--- config.mk ---
export PLATFORM = sky130hd
export DESIGN_NAME = button_matrix_scanner
export DESIGN_NICKNAME = d
export VERILOG_FILES = /design/src/rtl/button_matrix_scanner.sv
export SDC_FILE = /design/constraint.sdc
export NUM_CORES = 1
export LEC_CHECK = 0
export CORE_ASPECT_RATIO = 0.7
export CORE_UTILIZATION = 45
export CTS_CLUSTER_DIAMETER = 40
export DETAILED_ROUTE_END_ITERATION = 6
export GPL_TIMING_DRIVEN = 0
export HOLD_SLACK_MARGIN = 0.06
export PLACE_DENSITY = 0.59
export SETUP_SLACK_MARGIN = 0.5
export SYNTH_ARGS = -nofsm -noshare
export SYNTH_HDL_FRONTEND = slang
export SYNTH_SLANG_ARGS = --single-unit
--- constraint.sdc ---
create_clock -name clk -period 5.3 [get_ports clk]
set_input_delay 1.06 -clock clk [delete_from_list [all_inputs] [get_ports clk]]
set_output_delay 1.06 -clock clk [all_outputs]
set_load 0.01 [all_outputs]
--- src/rtl/button_matrix_scanner.sv ---
// button_matrix_scanner
//
// Scans a ROWS x COLS button matrix. One row is driven at a time. After a dwell of SCAN_DIV cycles,
// the synchronised columns are captured. Each key of that row is then evaluated, one column per
// cycle, against its own debounce counter. Debounced presses and releases are queued as events in
// a small FIFO that the consumer drains over a valid/ready handshake.
//
// Ports:
//   clk        system clock
//   rst        asynchronous, active-high reset
//   row_drive  one-hot active-high row drive
//   col_sense  raw column inputs (high = pressed on driven row), asynchronous to clk
//   key_state  debounced key state, bit row*COLS+col
//   evt_valid  FIFO non-empty
//   evt_ready  consumer accepts head event
//   evt_index  head event key index
//   evt_press  head event type: 1 press, 0 release
//   evt_drop   one-cycle pulse when an event is discarded because the FIFO is full
module button_matrix_scanner #(
    parameter int unsigned ROWS           = 4,
    parameter int unsigned COLS           = 4,
    parameter int unsigned SCAN_DIV       = 1200,
    parameter int unsigned DEBOUNCE_SCANS = 4,
    parameter int unsigned FIFO_DEPTH     = 4,
    localparam int unsigned IDX_W         = (ROWS * COLS > 1) ? $clog2(ROWS * COLS) : 1
) (
    input  logic                   clk,
    input  logic                   rst,
    output logic [ROWS-1:0]        row_drive,
    input  logic [COLS-1:0]        col_sense,
    output logic [ROWS*COLS-1:0]   key_state,
    output logic                   evt_valid,
    input  logic                   evt_ready,
    output logic [IDX_W-1:0]       evt_index,
    output logic                   evt_press,
    output logic                   evt_drop
);

    localparam int unsigned KEYS  = ROWS * COLS;
    localparam int unsigned RW    = (ROWS > 1) ? $clog2(ROWS) : 1;
    localparam int unsigned CW    = (COLS > 1) ? $clog2(COLS) : 1;
    localparam int unsigned DW    = $clog2(SCAN_DIV);
    localparam int unsigned CNT_W = $clog2(DEBOUNCE_SCANS + 1);
    localparam int unsigned PW    = $clog2(FIFO_DEPTH);
    localparam int unsigned FCW   = $clog2(FIFO_DEPTH + 1);

    // ------------------------------------------------------------------
    // Column synchroniser
    // ------------------------------------------------------------------
    logic [COLS-1:0] col_meta_q, col_sync_q;

    always_ff @(posedge clk or posedge rst) begin
        if (rst) begin
            col_meta_q <= '0;
            col_sync_q <= '0;
        end else begin
            col_meta_q <= col_sense;
            col_sync_q <= col_meta_q;
        end
    end

    // ------------------------------------------------------------------
    // Scan FSM
    // ------------------------------------------------------------------
    typedef enum logic [0:0] {StSettle, StEval} scan_state_e;

    scan_state_e     state_q, state_d;
    logic [RW-1:0]   row_q, row_d;
    logic [DW-1:0]   dwell_q, dwell_d;
    logic [CW-1:0]   col_q, col_d;
    logic [COLS-1:0] sample_q, sample_d;

    always_comb begin
        state_d  = state_q;
        row_d    = row_q;
        dwell_d  = dwell_q;
        col_d    = col_q;
        sample_d = sample_q;
        unique case (state_q)
            StSettle: begin
                if (dwell_q == DW'(SCAN_DIV - 1)) begin
                    sample_d = col_sync_q;
                    col_d    = '0;
                    state_d  = StEval;
                end else begin
                    dwell_d = dwell_q + 1'b1;
                end
            end
            StEval: begin
                if (col_q == CW'(COLS - 1)) begin
                    col_d   = '0;
                    dwell_d = '0;
                    row_d   = (row_q == RW'(ROWS - 1)) ? '0 : row_q + 1'b1;
                    state_d = StSettle;
                end else begin
                    col_d = col_q + 1'b1;
                end
            end
            default: state_d = StSettle;
        endcase
    end

    always_ff @(posedge clk or posedge rst) begin
        if (rst) begin
            state_q  <= StSettle;
            row_q    <= '0;
            dwell_q  <= '0;
            col_q    <= '0;
            sample_q <= '0;
        end else begin
            state_q  <= state_d;
            row_q    <= row_d;
            dwell_q  <= dwell_d;
            col_q    <= col_d;
            sample_q <= sample_d;
        end
    end

    assign row_drive = ROWS'(1) << row_q;

    // ------------------------------------------------------------------
    // Per-key debounce
    // ------------------------------------------------------------------
    logic             eval_en;
    logic [IDX_W-1:0] key_idx;
    logic             sample_bit;
    logic             push;
    logic [CNT_W-1:0] cnt_q [KEYS];
    logic [CNT_W-1:0] cnt_d [KEYS];
    logic [KEYS-1:0]  key_state_q, key_state_d;

    assign eval_en    = (state_q == StEval);
    assign key_idx    = IDX_W'(32'(row_q) * COLS + 32'(col_q));
    assign sample_bit = sample_q[col_q];

    always_comb begin
        cnt_d       = cnt_q;
        key_state_d = key_state_q;
        push        = 1'b0;
        if (eval_en) begin
            if (sample_bit == key_state_q[key_idx]) begin
                cnt_d[key_idx] = '0;
            end else if (32'(cnt_q[key_idx]) + 32'd1 >= DEBOUNCE_SCANS) begin
                // Enough consecutive disagreeing samples: commit the new level.
                cnt_d[key_idx]       = '0;
                key_state_d[key_idx] = sample_bit;
                push                 = 1'b1;
            end else begin
                cnt_d[key_idx] = cnt_q[key_idx] + 1'b1;
            end
        end
    end

    always_ff @(posedge clk or posedge rst) begin
        if (rst) begin
            key_state_q <= '0;
            for (int i = 0; i < int'(KEYS); i++) begin
                cnt_q[i] <= '0;
            end
        end else begin
            key_state_q <= key_state_d;
            cnt_q       <= cnt_d;
        end
    end

    assign key_state = key_state_q;

    // ------------------------------------------------------------------
    // Event FIFO, entries are {index, press}
    // ------------------------------------------------------------------
    logic [IDX_W:0] fifo_mem [FIFO_DEPTH];
    logic [PW-1:0]  wr_ptr_q, rd_ptr_q;
    logic [FCW-1:0] count_q;
    logic           full, pop, push_ok;

    assign full      = (count_q == FCW'(FIFO_DEPTH));
    assign evt_valid = (count_q != '0);
    assign pop       = evt_valid && evt_ready;
    // A pop in the same cycle frees the slot the push lands in.
    assign push_ok   = push && (!full || pop);
    assign evt_drop  = push && full && !pop;

    assign {evt_index, evt_press} = fifo_mem[rd_ptr_q];

    always_ff @(posedge clk or posedge rst) begin
        if (rst) begin
            wr_ptr_q <= '0;
            rd_ptr_q <= '0;
            count_q  <= '0;
            for (int i = 0; i < int'(FIFO_DEPTH); i++) begin
                fifo_mem[i] <= '0;
            end
        end else begin
            if (push_ok) begin
                fifo_mem[wr_ptr_q] <= {key_idx, sample_bit};
                wr_ptr_q           <= wr_ptr_q + 1'b1;
            end
            if (pop) begin
                rd_ptr_q <= rd_ptr_q + 1'b1;
            end
            if (push_ok && !pop) begin
                count_q <= count_q + 1'b1;
            end else if (pop && !push_ok) begin
                count_q <= count_q - 1'b1;
            end
        end
    end

endmodule

# Word-level counts from Yosys, hierarchy flattened
# Index checks and enable logic that the tools add are counted.
# classes
addsub,10
eq_ne,8
div_mod_pow,0
magnitude_cmp,9
bitwise,7
mux,36
n_shift,1
reduce_logical,19
multipliers,0
# ops
op,n
2-to-1 mux 48 bit,2
bitwise AND 48 bit,1
bitwise mux 48 bit,1
inverter 48 bit,1
2-to-1 mux 11 bit,2
one-hot mux 11 bit (2 select lines),1
bitwise mux 20 bit,1
bitwise mux 16 bit,1
2-to-1 mux 3 bit,5
2-to-1 mux 5 bit,3
binary-select mux 3 bit (select 4 bit),1
demux 3 bit (select 4 bit),1
adder 11 x 1 -> 11 bit (second input constant),1
equality test 11 bit (second input constant),1
binary-select mux 5 bit (select 2 bit),1
demux 5 bit (select 2 bit),1
logical AND 1 bit,9
adder 2 x 1 -> 2 bit (second input constant),4
2-to-1 mux 1 bit,8
adder 3 x 1 -> 3 bit (second input constant),2
greater-or-equal comparator 3 bit (second input constant),2
2-to-1 mux 2 bit,3
inverter 2 -> 3 bit,2
AND reduction 2 bit,3
28 further kinds,33
# totals
mem_count,0
latch_bits,0
out_inout_bits,27
wordCells,121
ff_bits,119
ramBits,0
rom_bits,0
inputBits,7

# Logic depth before layout (Yosys ltp)
# Gate-level depths: netlist (run 1).
# depth
ltp_word,15
mapped_depth,17
mapped_depth_nobuf,13

# Worst setup path before layout (run 1)
# No wires, ideal clock.
# synth_timing
kind,reg2out
startpoint,register col_q[0]
endpoint,output evt_drop
path_stages_with_launch,13
t_arrival_ns,2.870
required_time_ns,4.240
path_buffers,4
path_slack_ns,1.370
path_cell_list,dfrtp_1 -> buf_2 -> buf_2 -> mux4_2 -> nand2_1 -> nand3_1 -> ha_1 -> inv_1 -> a211oi_2 -> or3_1 -> buf_2 -> buf_1 -> nor3_1
# synth_via
elab_chain_cells,12
elab_cells_between_ends,17
cone_classes,add/sub (2); order compare (1); eq/ne (1); mux (10); bitwise (1); reduce/logical (2)
# synth_lines
element,line_no,text
start: declaration,70,"logic [CW-1:0] col_q, col_d;"
start signal: assignment,114,col_q <= col_d;
adder 4 x 2 -> 4 bit,133,assign key_idx = IDX_W'(32'(row_q) * COLS + 32'(col_q));
inverter 4 -> 5 bit (implied by the code),143,end else if (32'(cnt_q[key_idx]) + 32'd1 >= DEBOUNCE_SCANS) begin
binary-select mux 3 bit (select 4 bit),143,
2-to-1 mux 3 bit (implied by the code) (2 in series),143,
adder 3 x 1 -> 4 bit,143,
greater-or-equal comparator 4 x 3 -> 1 bit,143,
2-to-1 mux 1 bit,143,
2-to-1 mux 1 bit (*),141,if (sample_bit == key_state_q[key_idx]) begin
2-to-1 mux 1 bit (*),140,if (eval_en) begin
logical AND 1 bit (*) (2 in series),181,assign evt_drop = push && full && !pop;
end: declaration,36,output logic evt_drop
# Mark *: on every way between the ends. The rest lies on a longest branch, timed or not. The select of a mux whose other input is x is not followed.

# Worst setup path after layout (run 1)
# Ends and elaborated chain as after synthesis.

==> impl_metrics.csv, run 1 <==
group,metric,value,unit
global_routing,grt_start_max_net_pins,63,
setup_path,cpPeakStageDelay,0.51,ns
logic_synthesis,dominant_combinational_cell_family_by_area_after_synthesis,"multiplexers",
finish,final_core_util,57.4,%
setup_path,timing_worst_setup_path_type,"flip-flop to output pin",
power,pwr-share-seq,42.6,%
floorplanning,initial_utilization,46.9,%
drt,detail_route.wl_per_cell,20.0,um
setup_path,worst_r2r_startpoint,"col_q[1]$_DFFE_PP0P_",
setup_path,buf_inv_stages_crit_path,5,
floorplanning,dieArea,12900,um2
hold_path,hold_depth,0,
sta,maxSlewHeadroom,51.2,%
sta,rsz0062_at_grt,"false",
setup_path,crit_end,"evt_drop",
global_routing,top_usage_layer,"met1",
logic_synthesis,synth-simple-area-share,12.2,%
setup_path,worst_setup_path_startpoint,"col_q[0]$_DFFE_PP0P_",
drt,totalWireLength,13500,um
setup_path,critPathSlowestCell,"sky130_fd_sc_hd__mux4_2",
sta,fin_hold_ws,0.347,ns
clock_tree,post_cts_hold_buffer_count,0,
logic_synthesis,postSynthCellCount,453,
finish,syn2layout_area_growth,22.3,%
logic_synthesis,synthesis_stage_register_bit_count,119,
sta,final_report_setup_violation_count,0,
power,switching_share,21.2,%
setup_path,worstSetupEndpointType,"output pin",
setup_path,arrival,3.52,ns
global_routing,met2_usage,31.6,%
setup_path,critical_path_cell_count,12,
global_routing,first_global_vias,3683,
clock_tree,cts-buffers-inserted,17,
logic_synthesis,syn_area,5580,um2
global_routing,combined_global_route_utilization_of_all_metal_layers,23.2,%
setup_path,critPathMaxFanout,10,
logic_synthesis,post_synth_num_cell_types,37,
clock_tree,tritoncts,"done",
sta,final.period_utilization,86.3,%
place,gp_congestion,0.818,
power,portion_of_total_power_attributed_to_the_clock_network,56.2,%
setup_path,rrSetupSlack,1.42,ns
place,placement.io_buffers,33,
drt,post_drt_via_cell_ratio,5.71,
setup_path,critical_path.cell_chain,"buf_12 -> mux4_2 -> a22oi_2 -> nand3_2 -> ha_1 -> inv_1 -> a211oi_2 -> or3_1 -> buf_2 -> buf_2 -> nor3_2 -> clkbuf_2",
run,drv_cap,0,
logic_synthesis,synth_enable_flop_cells,0,
sta,report.final.hold_viol_count,0,
hold_path,hold_crit_class,"flip-flop to flip-flop",
global_routing,grtUsageMet3,6.38,%
setup_path,regToRegEndpoint,"count_q[2]$_DFFE_PP0P_",
global_routing,grt-ovfl-total,0,
logic_synthesis,synth-warning-count,0,
power,cellPowerDensity,314,nW/um2
finish,nFillCells,988,
setup_path,critical-path-top-cell-by-count,"sky130_fd_sc_hd__buf_2",
finish,drive_above_1_share,19.4,%
finish,finalNetCount,531,
finish,layout_commonest_cell,"sky130_fd_sc_hd__dfrtp_1",
sta,min_period,4.58,ns
place,dp_worst_setup_slack,0.187,ns
floorplanning,coreArea,11900,um2
sta,finalMaxSlewViolations,0,
logic_synthesis,syn_nets,476,
power,switchingPower,0.454,mW
clock_tree,cts_root_buffer,"sky130_fd_sc_hd__clkbuf_16",
floorplanning,chipWidth,135,um
floorplanning,std_cell_rows,33,
floorplanning,die_y,95.2,um
logic_synthesis,yosys.area_share.xor_xnor,1.88,%
sta,finalClockSkew,0.00840,ns
logic_synthesis,synth-main-ff-cell,"sky130_fd_sc_hd__dfrtp_1",
logic_synthesis,syn_area_per_cell,12.3,um2
power,power_report.internal_total,1.69,mW
drt,detail-route-antenna-nets,0,
sta,post-route-worst-setup-slack,0.724,ns
logic_synthesis,synth_mux_area_share,15.9,%
finish,final_cell_count_no_fill,678,
finish,area_of_the_multi_input_gates,2440,um2
clock_tree,htree_levels,4,
place,placedCellCount,644,
setup_path,critical-path-top-delay-family,"buffers and inverters",
global_routing,grt_first_pass_wirelength,21500,um
place,hpwl,9370,um
power,combPwrFrac,1.1,%
setup_path,crit_required,4.24,ns
drt,post-route-drc-count,0,
setup_path,worst_r2r_path_depth,14,
finish,layout.area.seq,2980,um2
clock_tree,clkTransAtPathRegs,0.06,ns
clock_tree,cts_num_sinks,119,
drt,drt_iter0_drc,334,
sta,worst_slew_pin_slew,0.725,ns
finish,commonest_cells_after_routing_fill_and_taps_aside,"119 x sky130_fd_sc_hd__dfrtp_1, 54 x sky130_fd_sc_hd__nand2_1, 46 x sky130_fd_sc_hd__o21ai_0",
sta,maxClockFrequency,219,MHz
power,worst_ir_drop_vdd,225,uV
floorplanning,boundaryPins,34,
drt,routed-via-count,3872,
clock_tree,clockBufferDepth,2,
logic_synthesis,yosys.area_share.adder,3.72,%
logic_synthesis,synth_sequential_area_ratio,53.4,%
global_routing,initial_antenna_violation_count,0,
status,status,"finished, final reports clean",
logic_synthesis,synth_compound_gate_area_share,9.73,%
clock_tree,clk-insertion-delay-late,0.42,ns
power,total_leakage_power,2.96,nW
setup_path,critical_path_source_type,"flip-flop",
logic_synthesis,synthArstFlopShare,100,%
drt,first_pass_iters,5,
global_routing,global_route.usage.met1,35.1,%
finish,insertedDiodeCount,0,
hold_path,hold_start,"col_meta_q[1]$_DFF_PP0_",
## registers in the layout (all words and copies together) (netlist names)
name        flops
sample_q        4
cnt_q          48
wr_ptr_q        2
key_state      16
row_q           2
col_sync_q      4
dwell_q        11
col_q           2
rd_ptr_q        2
col_meta_q      4
fifo_mem       20
eval_en         1
count_q         3
## cell type report
| cell class | instances | area share (%) |
|---|---|---|
| repair buffers | 36 | 5.39 |
| clock buffers | 19 | 6.64 |
| well taps | 157 | 2.88 |
| multi-input cells | 295 | 35.8 |
| clock inverters | 13 | 2.49 |
| inverters | 14 | 0.843 |
| flip-flops and latches | 119 | 43.6 |
| plain buffers | 25 | 2.33 |
## power groups by stage
stage / sequential, mW / combinational, mW / clock, mW
global placement: 0.929 / 0.0226 / 0
floorplan: 0.929 / 0.0132 / 0
finish: 0.913 / 0.0245 / 1.20
global route: 0.913 / 0.0286 / 1.26
detailed placement: 0.929 / 0.0262 / 0
CTS: 0.913 / 0.0262 / 1.22
## cells in the mapped netlist, types with 7 or more instances
cell type	number	area, um2
sky130_fd_sc_hd__mux4_1	7	184
sky130_fd_sc_hd__xnor2_1	7	61.3
sky130_fd_sc_hd__inv_1	14	52.6
sky130_fd_sc_hd__clkbuf_1	13	48.8
sky130_fd_sc_hd__nor2_1	12	45.0
sky130_fd_sc_hd__and2_1	20	125
sky130_fd_sc_hd__dfrtp_1	119	2980
sky130_fd_sc_hd__mux2i_1	8	80.1
sky130_fd_sc_hd__nand3_1	25	125
sky130_fd_sc_hd__o41ai_1	16	140
sky130_fd_sc_hd__mux2_2	20	225
sky130_fd_sc_hd__ha_1	15	188
sky130_fd_sc_hd__nand2_1	54	203
sky130_fd_sc_hd__o31ai_1	17	128
sky130_fd_sc_hd__o21ai_0	46	230
sky130_fd_sc_hd__mux4_2	15	338
## metal layers
layer / vias up / wire length [um]
li1: 1761 / -
met1: 1963 / 6640
met2: 124 / 5780
met3: 24 / 845
met4: 0 / 267
met5: - / 0
## worst register-to-register path, delay by kind of cell (launching register included)
family	cells	cell delay [ns]
DFF	1	0.39
xor gates and xnor gates	3	0.51
adders and majority gates	2	0.62
and+or+nand+nor	2	0.39
buffers and inverters	4	0.54
muxes	2	0.98
AOI/OAI and AO/OA	1	0.37
## worst min path at each step
stage                         endpoint  slack, ns
6_report       col_sync_q[1]$_DFF_PP0_       0.35
5_1_grt        col_sync_q[0]$_DFF_PP0_       0.37
4_1_cts        col_sync_q[1]$_DFF_PP0_       0.35
3_5_place_dp   col_sync_q[1]$_DFF_PP0_       0.34
3_3_place_gp   col_sync_q[0]$_DFF_PP0_       0.33
2_1_floorplan  col_sync_q[0]$_DFF_PP0_       0.33
## through the flow
stage               cell area, um2  TNS [ns]  power, mW
floorplan                     5580         0      0.942
global placement              6110    -71.41      0.952
detailed placement            6140         0      0.955
CTS                           6800         0       2.15
global route                  6830         0       2.20
finish                        6830         0       2.14
## timing repair
action / 4_1_cts / 5_1_grt
pin swaps: 0 / 1
setup buffers: 0 / 2
resized for setup: 13 / 9
setup endpoints to repair: 1 / 1
## cells by family (layout without fill, tap and decap cells)
| group | count (synthesis) | count (layout) |
|---|---|---|
| buf+inv | 39 | 107 |
| flops | 119 | 119 |
| compound gates | 83 | 83 |
| fa+ha+maj | 16 | 16 |
| simple gates | 130 | 130 |
| xor+xnor | 12 | 12 |
| mux | 54 | 54 |
(Power assumes the default switching activity.)
==> inputs of run 2 (changes only) <==
- CORE_ASPECT_RATIO: 0.7 -> 0.8
- CTS_BUF_LIST: not set -> sky130_fd_sc_hd__clkbuf_4 sky130_fd_sc_hd__clkbuf_8
- SETUP_SLACK_MARGIN: 0.5 -> 0.4
==> run 2 against run 1 <==
  * Register-to-register slack better by 0.03 ns
  * Sequential power is essentially flat
  * Sequential share of layout area increased by 1.4 points
  * Clock skew about the same
  * First-iteration DRC count decreased by 2.1%
  * Core utilization fell by 1.2 points
  * Clock power down 20%
==> impl_metrics.csv, run 2 (synthesis results as in run 1) <==
group,metric,value,unit
drt,post-route-drc-count,0,
sta,final.period_utilization,89.0,%
clock_tree,post_cts_hold_buffer_count,0,
sta,maxSlewHeadroom,52.6,%
power,total_leakage_power,2.86,nW
floorplanning,boundaryPins,34,
setup_path,arrival,3.66,ns
place,placement.io_buffers,33,
clock_tree,cts-buffers-inserted,17,
setup_path,timing_worst_setup_path_type,"flip-flop to output pin",
finish,nFillCells,1009,
clock_tree,cts_root_buffer,"sky130_fd_sc_hd__clkbuf_8",
finish,layout_commonest_cell,"sky130_fd_sc_hd__dfrtp_1",
power,power_report.internal_total,1.49,mW
power,pwr-share-seq,48.1,%
finish,largest_register_ff_count,48,
power,worst_ir_drop_vdd,291,uV
setup_path,crit_required,4.24,ns
finish,finalNetCount,529,
finish,final_cell_count_no_fill,667,
finish,final_core_util,56.2,%
global_routing,first_global_vias,3737,
global_routing,grt_first_pass_wirelength,21100,um
place,placedCellCount,635,
drt,first_pass_iters,4,
floorplanning,dieArea,12900,um2
drt,post_drt_via_cell_ratio,5.70,
sta,worst_slew_pin_slew,0.704,ns
global_routing,initial_antenna_violation_count,0,
sta,finalClockSkew,0.00866,ns
floorplanning,chipWidth,126,um
floorplanning,die_y,102,um
global_routing,grt_start_max_net_pins,96,
clock_tree,clockBufferDepth,2,
clock_tree,htree_levels,4,
sta,rsz0062_at_grt,"false",
finish,commonest_cells_after_routing_fill_and_taps_aside,"119 x sky130_fd_sc_hd__dfrtp_1, 54 x sky130_fd_sc_hd__nand2_1, 46 x sky130_fd_sc_hd__o21ai_0",
sta,report.final.hold_viol_count,0,
finish,top_register,"cnt_q",
floorplanning,initial_utilization,47.4,%
setup_path,critical_path_source_type,"flip-flop",
status,status,"finished, final reports clean",
power,combPwrFrac,1.3,%
finish,drive_above_1_share,17.9,%
place,gp_congestion,0.804,
clock_tree,tritoncts,"done",
sta,final_report_setup_violation_count,0,
power,switching_share,21.5,%
finish,insertedDiodeCount,0,
power,cellPowerDensity,286,nW/um2
clock_tree,cts_setup_buffers,0,
setup_path,worstSetupEndpointType,"output pin",
clock_tree,clkTransAtPathRegs,0.08,ns
floorplanning,coreArea,11800,um2
sta,maxClockFrequency,212,MHz
drt,totalWireLength,13100,um
place,hpwl,9140,um
global_routing,combined_global_route_utilization_of_all_metal_layers,22.5,%
drt,detail_route.wl_per_cell,19.6,um
global_routing,grt-ovfl-total,0,
drt,routed-via-count,3801,
clock_tree,clk-insertion-delay-late,0.44,ns
sta,fin_hold_ws,0.352,ns
power,switchingPower,0.408,mW
run,drv_cap,0,
floorplanning,std_cell_rows,35,
power,portion_of_total_power_attributed_to_the_clock_network,50.6,%
finish,syn2layout_area_growth,18.7,%
drt,drt_iter0_drc,327,
drt,detail-route-antenna-nets,0,
clock_tree,cts_num_sinks,119,
setup_path,critPathMaxFanout,10,
sta,tns,0,ns
sta,finalMaxSlewViolations,0,
sta,min_period,4.72,ns
hold_path,hold_crit_class,"flip-flop to flip-flop",
## run 2: cell types whose count changed in the layout (fill, tap and decap cells not counted), sizes merged
cell,change
clkinv,+4
clkinvlp,-3
buf,-2
bufinv,+2
clkbuf,-2
inv,-2
dlygate4sd2,+1
## run 2: cell type report
| class | count | area, um2 | area share (%) |
|---|---|---|---|
| well taps | 148 | 185 | 2.80 |
| plain buffers | 25 | 148 | 2.23 |
| repair buffers | 34 | 357 | 5.39 |
| clock buffers | 18 | 241 | 3.65 |
| clock inverters | 14 | 225 | 3.40 |
| flip-flops and latches | 119 | 2980 | 45.0 |
| inverters | 14 | 57.6 | 0.869 |
| multi-input cells | 295 | 2430 | 36.7 |
## run 2: what timing repair did
item                                    4_1_cts  5_1_grt
gates resized for setup                      12        0
hold endpoints to repair                      0        0
endpoints found under the setup margin        1        0
## run 2: worst paths after layout
kind,start,to,slack [ns],cells after the start
max,col_q[0]$_DFFE_PP0P_,evt_drop,0.58,12
min,col_meta_q[0]$_DFF_PP0_,col_sync_q[0]$_DFF_PP0_,0.35,0
max reg2reg,col_q[1]$_DFFE_PP0P_,count_q[2]$_DFFE_PP0P_,1.45,14
min reg2reg,col_meta_q[0]$_DFF_PP0_,col_sync_q[0]$_DFF_PP0_,0.35,0
max in group asynchronous,rst,cnt_q[43]$_DFFE_PP0P_,3.61,3
min in group asynchronous,rst,cnt_q[18]$_DFFE_PP0P_,0.95,2
## run 2: critical path, cell delays in order (launching register included)
cell	delay, ns
sky130_fd_sc_hd__dfrtp_1	0.42
sky130_fd_sc_hd__buf_8	0.19
sky130_fd_sc_hd__mux4_2	0.54
sky130_fd_sc_hd__a22oi_1	0.25
sky130_fd_sc_hd__nand3_1	0.18
sky130_fd_sc_hd__ha_1	0.22
sky130_fd_sc_hd__inv_1	0.10
sky130_fd_sc_hd__a211oi_2	0.10
sky130_fd_sc_hd__or3_1	0.38
sky130_fd_sc_hd__buf_2	0.18
sky130_fd_sc_hd__buf_2	0.21
sky130_fd_sc_hd__nor3_2	0.16
sky130_fd_sc_hd__dlygate4sd2_1	0.30
## run 2: power by group through the flow
| stage | Combinational [mW] | Sequential, mW | Clock (mW) |
|---|---|---|---|
| final | 0.0246 | 0.911 | 0.958 |
| after global routing | 0.0288 | 0.911 | 1.01 |
| after CTS | 0.0263 | 0.911 | 0.975 |
| after detailed placement | 0.0261 | 0.929 | 0 |
| after global placement | 0.0228 | 0.929 | 0 |
| after floorplan | 0.0132 | 0.929 | 0 |
## run 2: layer usage
metal  global-route usage, %  up-vias  part of all wire (%)
met4                    7.51        0                   1.2
met3                    6.81       12                   5.4
met2                    33.2      106                    45
met5                       0        -                     0
met1                    32.0     1936                    48
li1                        -     1747                     -
## run 2: through the flow
| stage | total power [mW] | instance area (um2) | setup WS [ns] |
|---|---|---|---|
| 6_report | 1.89 | 6620 | 0.584 |
| 3_5_place_dp | 0.955 | 6130 | 0.203 |
| 4_1_cts | 1.91 | 6620 | 0.564 |
| 2_1_floorplan | 0.942 | 5580 | 1.08 |
| 3_3_place_gp | 0.952 | 6090 | -0.643 |
| 5_1_grt | 1.95 | 6620 | 0.414 |
==> inputs of run 3 (changes only) <==
- CAP_MARGIN: not set -> 0
- PLACE_DENSITY: 0.59 -> not set
- PLACE_DENSITY_LB_ADDON: not set -> 0.15
==> run 3 against run 2 <==
  * Sequential share of layout area up 0.20 points
  * Via count rose by 0.26%
  * Sequential power about the same
  * Maximum frequency increased by 0.97%
  * Largest power group is now sequential cells
  * Global-route usage shrank 0.39 points
  * Wire length fell by 1.2%
  * Clock power is 6.7% lower
  * Non-clock buffer count grew 1
  * Setup slack improved by 0.045 ns
  * Clock-buffer cell count grew 1
==> impl_metrics.csv, run 3 (synthesis results as in run 1) <==
group,metric,value,unit
finish,syn2layout_area_growth,18.1,%
drt,post_drt_via_cell_ratio,5.71,
global_routing,top_usage_layer,"met2",
drt,detail-route-antenna-nets,0,
drt,totalWireLength,12900,um
sta,final_report_setup_violation_count,0,
run,drv_cap,0,
finish,drive_above_1_share,17.9,%
clock_tree,htree_levels,4,
clock_tree,tritoncts,"done",
setup_path,critical_path_source_type,"flip-flop",
global_routing,grtUsageMet3,6.34,%
place,placement.io_buffers,33,
sta,report.final.hold_viol_count,0,
setup_path,crit_required,4.24,ns
global_routing,grt-ovfl-total,0,
hold_path,hold_depth,0,
floorplanning,boundaryPins,34,
power,worst_ir_drop_vdd,184,uV
finish,nFillCells,993,
setup_path,critPathSlowestCell,"sky130_fd_sc_hd__mux4_2",
drt,routed-via-count,3811,
setup_path,critPathMaxFanout,10,
sta,min_period,4.67,ns
sta,final.period_utilization,88.1,%
drt,drt_iter0_drc,268,
clock_tree,post_cts_hold_buffer_count,0,
setup_path,critical_path.cell_chain,"buf_6 -> buf_8 -> mux4_2 -> mux4_2 -> xor2_1 -> buf_6 -> or3_1 -> buf_2 -> buf_2 -> nor3_2 -> dlygate4sd2_1",
setup_path,regToRegEndpoint,"count_q[2]$_DFFE_PP0P_",
floorplanning,initial_utilization,47.4,%
finish,layout.area.seq,2980,um2
global_routing,initial_antenna_violation_count,0,
floorplanning,die_y,102,um
floorplanning,dieArea,12900,um2
setup_path,worst_r2r_startpoint,"col_q[1]$_DFFE_PP0P_",
setup_path,rrSetupSlack,1.43,ns
power,total_leakage_power,2.86,nW
drt,detail_route.wl_per_cell,19.4,um
sta,finalMaxSlewViolations,0,
setup_path,worstSetupEndpointType,"output pin",
finish,insertedDiodeCount,0,
sta,maxSlewHeadroom,53.2,%
place,hpwl,9120,um
power,power.total,1.83,mW
status,status,"finished, final reports clean",
finish,layout_commonest_cell,"sky130_fd_sc_hd__dfrtp_1",
clock_tree,clkTransAtPathRegs,0.07,ns
power,cellPowerDensity,278,nW/um2
place,gp_congestion,0.826,
finish,finalNetCount,530,
global_routing,grt_first_pass_wirelength,20800,um
setup_path,worst_r2r_path_depth,14,
floorplanning,std_cell_rows,35,
global_routing,global_route.usage.met1,30.8,%
drt,first_pass_iters,5,
drt,post-route-drc-count,0,
sta,worst_slew_pin_slew,0.694,ns
floorplanning,coreArea,11800,um2
finish,commonest_cells_after_routing_fill_and_taps_aside,"119 x sky130_fd_sc_hd__dfrtp_1, 54 x sky130_fd_sc_hd__nand2_1, 46 x sky130_fd_sc_hd__o21ai_0",
setup_path,cpPeakStageDelay,0.49,ns
clock_tree,clockBufferDepth,2,
sta,finalClockSkew,0.00941,ns
global_routing,combined_global_route_utilization_of_all_metal_layers,22.2,%
global_routing,first_global_vias,3699,
finish,largest_register_ff_count,48,
clock_tree,cts_root_buffer,"sky130_fd_sc_hd__clkbuf_8",
hold_path,hold_start,"col_meta_q[1]$_DFF_PP0_",
sta,maxClockFrequency,214,MHz
global_routing,met2_usage,33.2,%
clock_tree,clk-insertion-delay-late,0.44,ns
finish,top_register,"cnt_q",
finish,area_of_the_multi_input_gates,2420,um2
hold_path,hold_crit_class,"flip-flop to flip-flop",
clock_tree,cts_num_sinks,119,
floorplanning,chipWidth,126,um
global_routing,grt_start_max_net_pins,95,
hold_path,hold_end,"col_sync_q[1]$_DFF_PP0_",
setup_path,arrival,3.61,ns
sta,rsz0062_at_grt,"false",
setup_path,timing_worst_setup_path_type,"flip-flop to output pin",
finish,final_core_util,55.9,%
clock_tree,cts-buffers-inserted,17,
run 3: critical path: cells and delay by family, from the launching register on:
family / cells / cell delay [ns]
flops: 1 / 0.40
buf+inv: 6 / 1.15
xor+xnor: 1 / 0.18
simple gates: 2 / 0.46
mux: 2 / 0.98
run 3: area by class of cell:
type / count / share of cell area (%)
flip-flops and latches: 119 / 45.2
multi-input cells: 295 / 36.8
repair buffers: 35 / 5.52
clock buffers: 19 / 3.87
well taps: 148 / 2.81
clock inverters: 13 / 2.72
plain buffers: 25 / 2.24
inverters: 14 / 0.873
run 3: worst max-delay path by stage:
stage,depth (start not counted),from,endpoint
floorplan,1,rst,cnt_q[0]$_DFFE_PP0P_
detailed placement,14,col_q[0]$_DFFE_PP0P_,evt_drop
global route,12,row_q[0]$_DFFE_PP0P_,evt_drop
CTS,11,col_q[1]$_DFFE_PP0P_,evt_drop
global placement,2,rst,cnt_q[32]$_DFFE_PP0P_
finish,11,col_q[1]$_DFFE_PP0P_,evt_drop
run 3: metrics by stage:
stage | TNS [ns] | hold slack (ns) | instance area [um2] | setup slack (ns) | std cells
after floorplan | 0 | 0.331 | 5580 | 1.08 | 453
after global placement | -70.54 | 0.332 | 6090 | -0.602 | 634
after detailed placement | 0 | 0.337 | 6130 | 0.239 | 635
after CTS | 0 | 0.353 | 6590 | 0.614 | 668
after global routing | 0 | 0.368 | 6590 | 0.407 | 668
final | 0 | 0.351 | 6590 | 0.630 | 668
run 3: what timing repair did:
item                                   4_1_cts  5_1_grt
setup endpoints to repair                    1        0
resized for setup                           11        0
endpoints found under the hold margin        0        0
buffers inserted                             1        0
run 3: where the power goes:
| part | internal [mW] | switching (mW) |
|---|---|---|
| logic | 0.00619 | 0.0184 |
| clock network | 0.526 | 0.368 |
| registers | 0.911 | 0.000815 |
run 3: routing by layer:
metal  vias to the layer above  wire, um
met5                         -         0
met4                         0       251
met3                        25       866
met2                       109      5750
met1                      1923      6080
li1                       1754         -
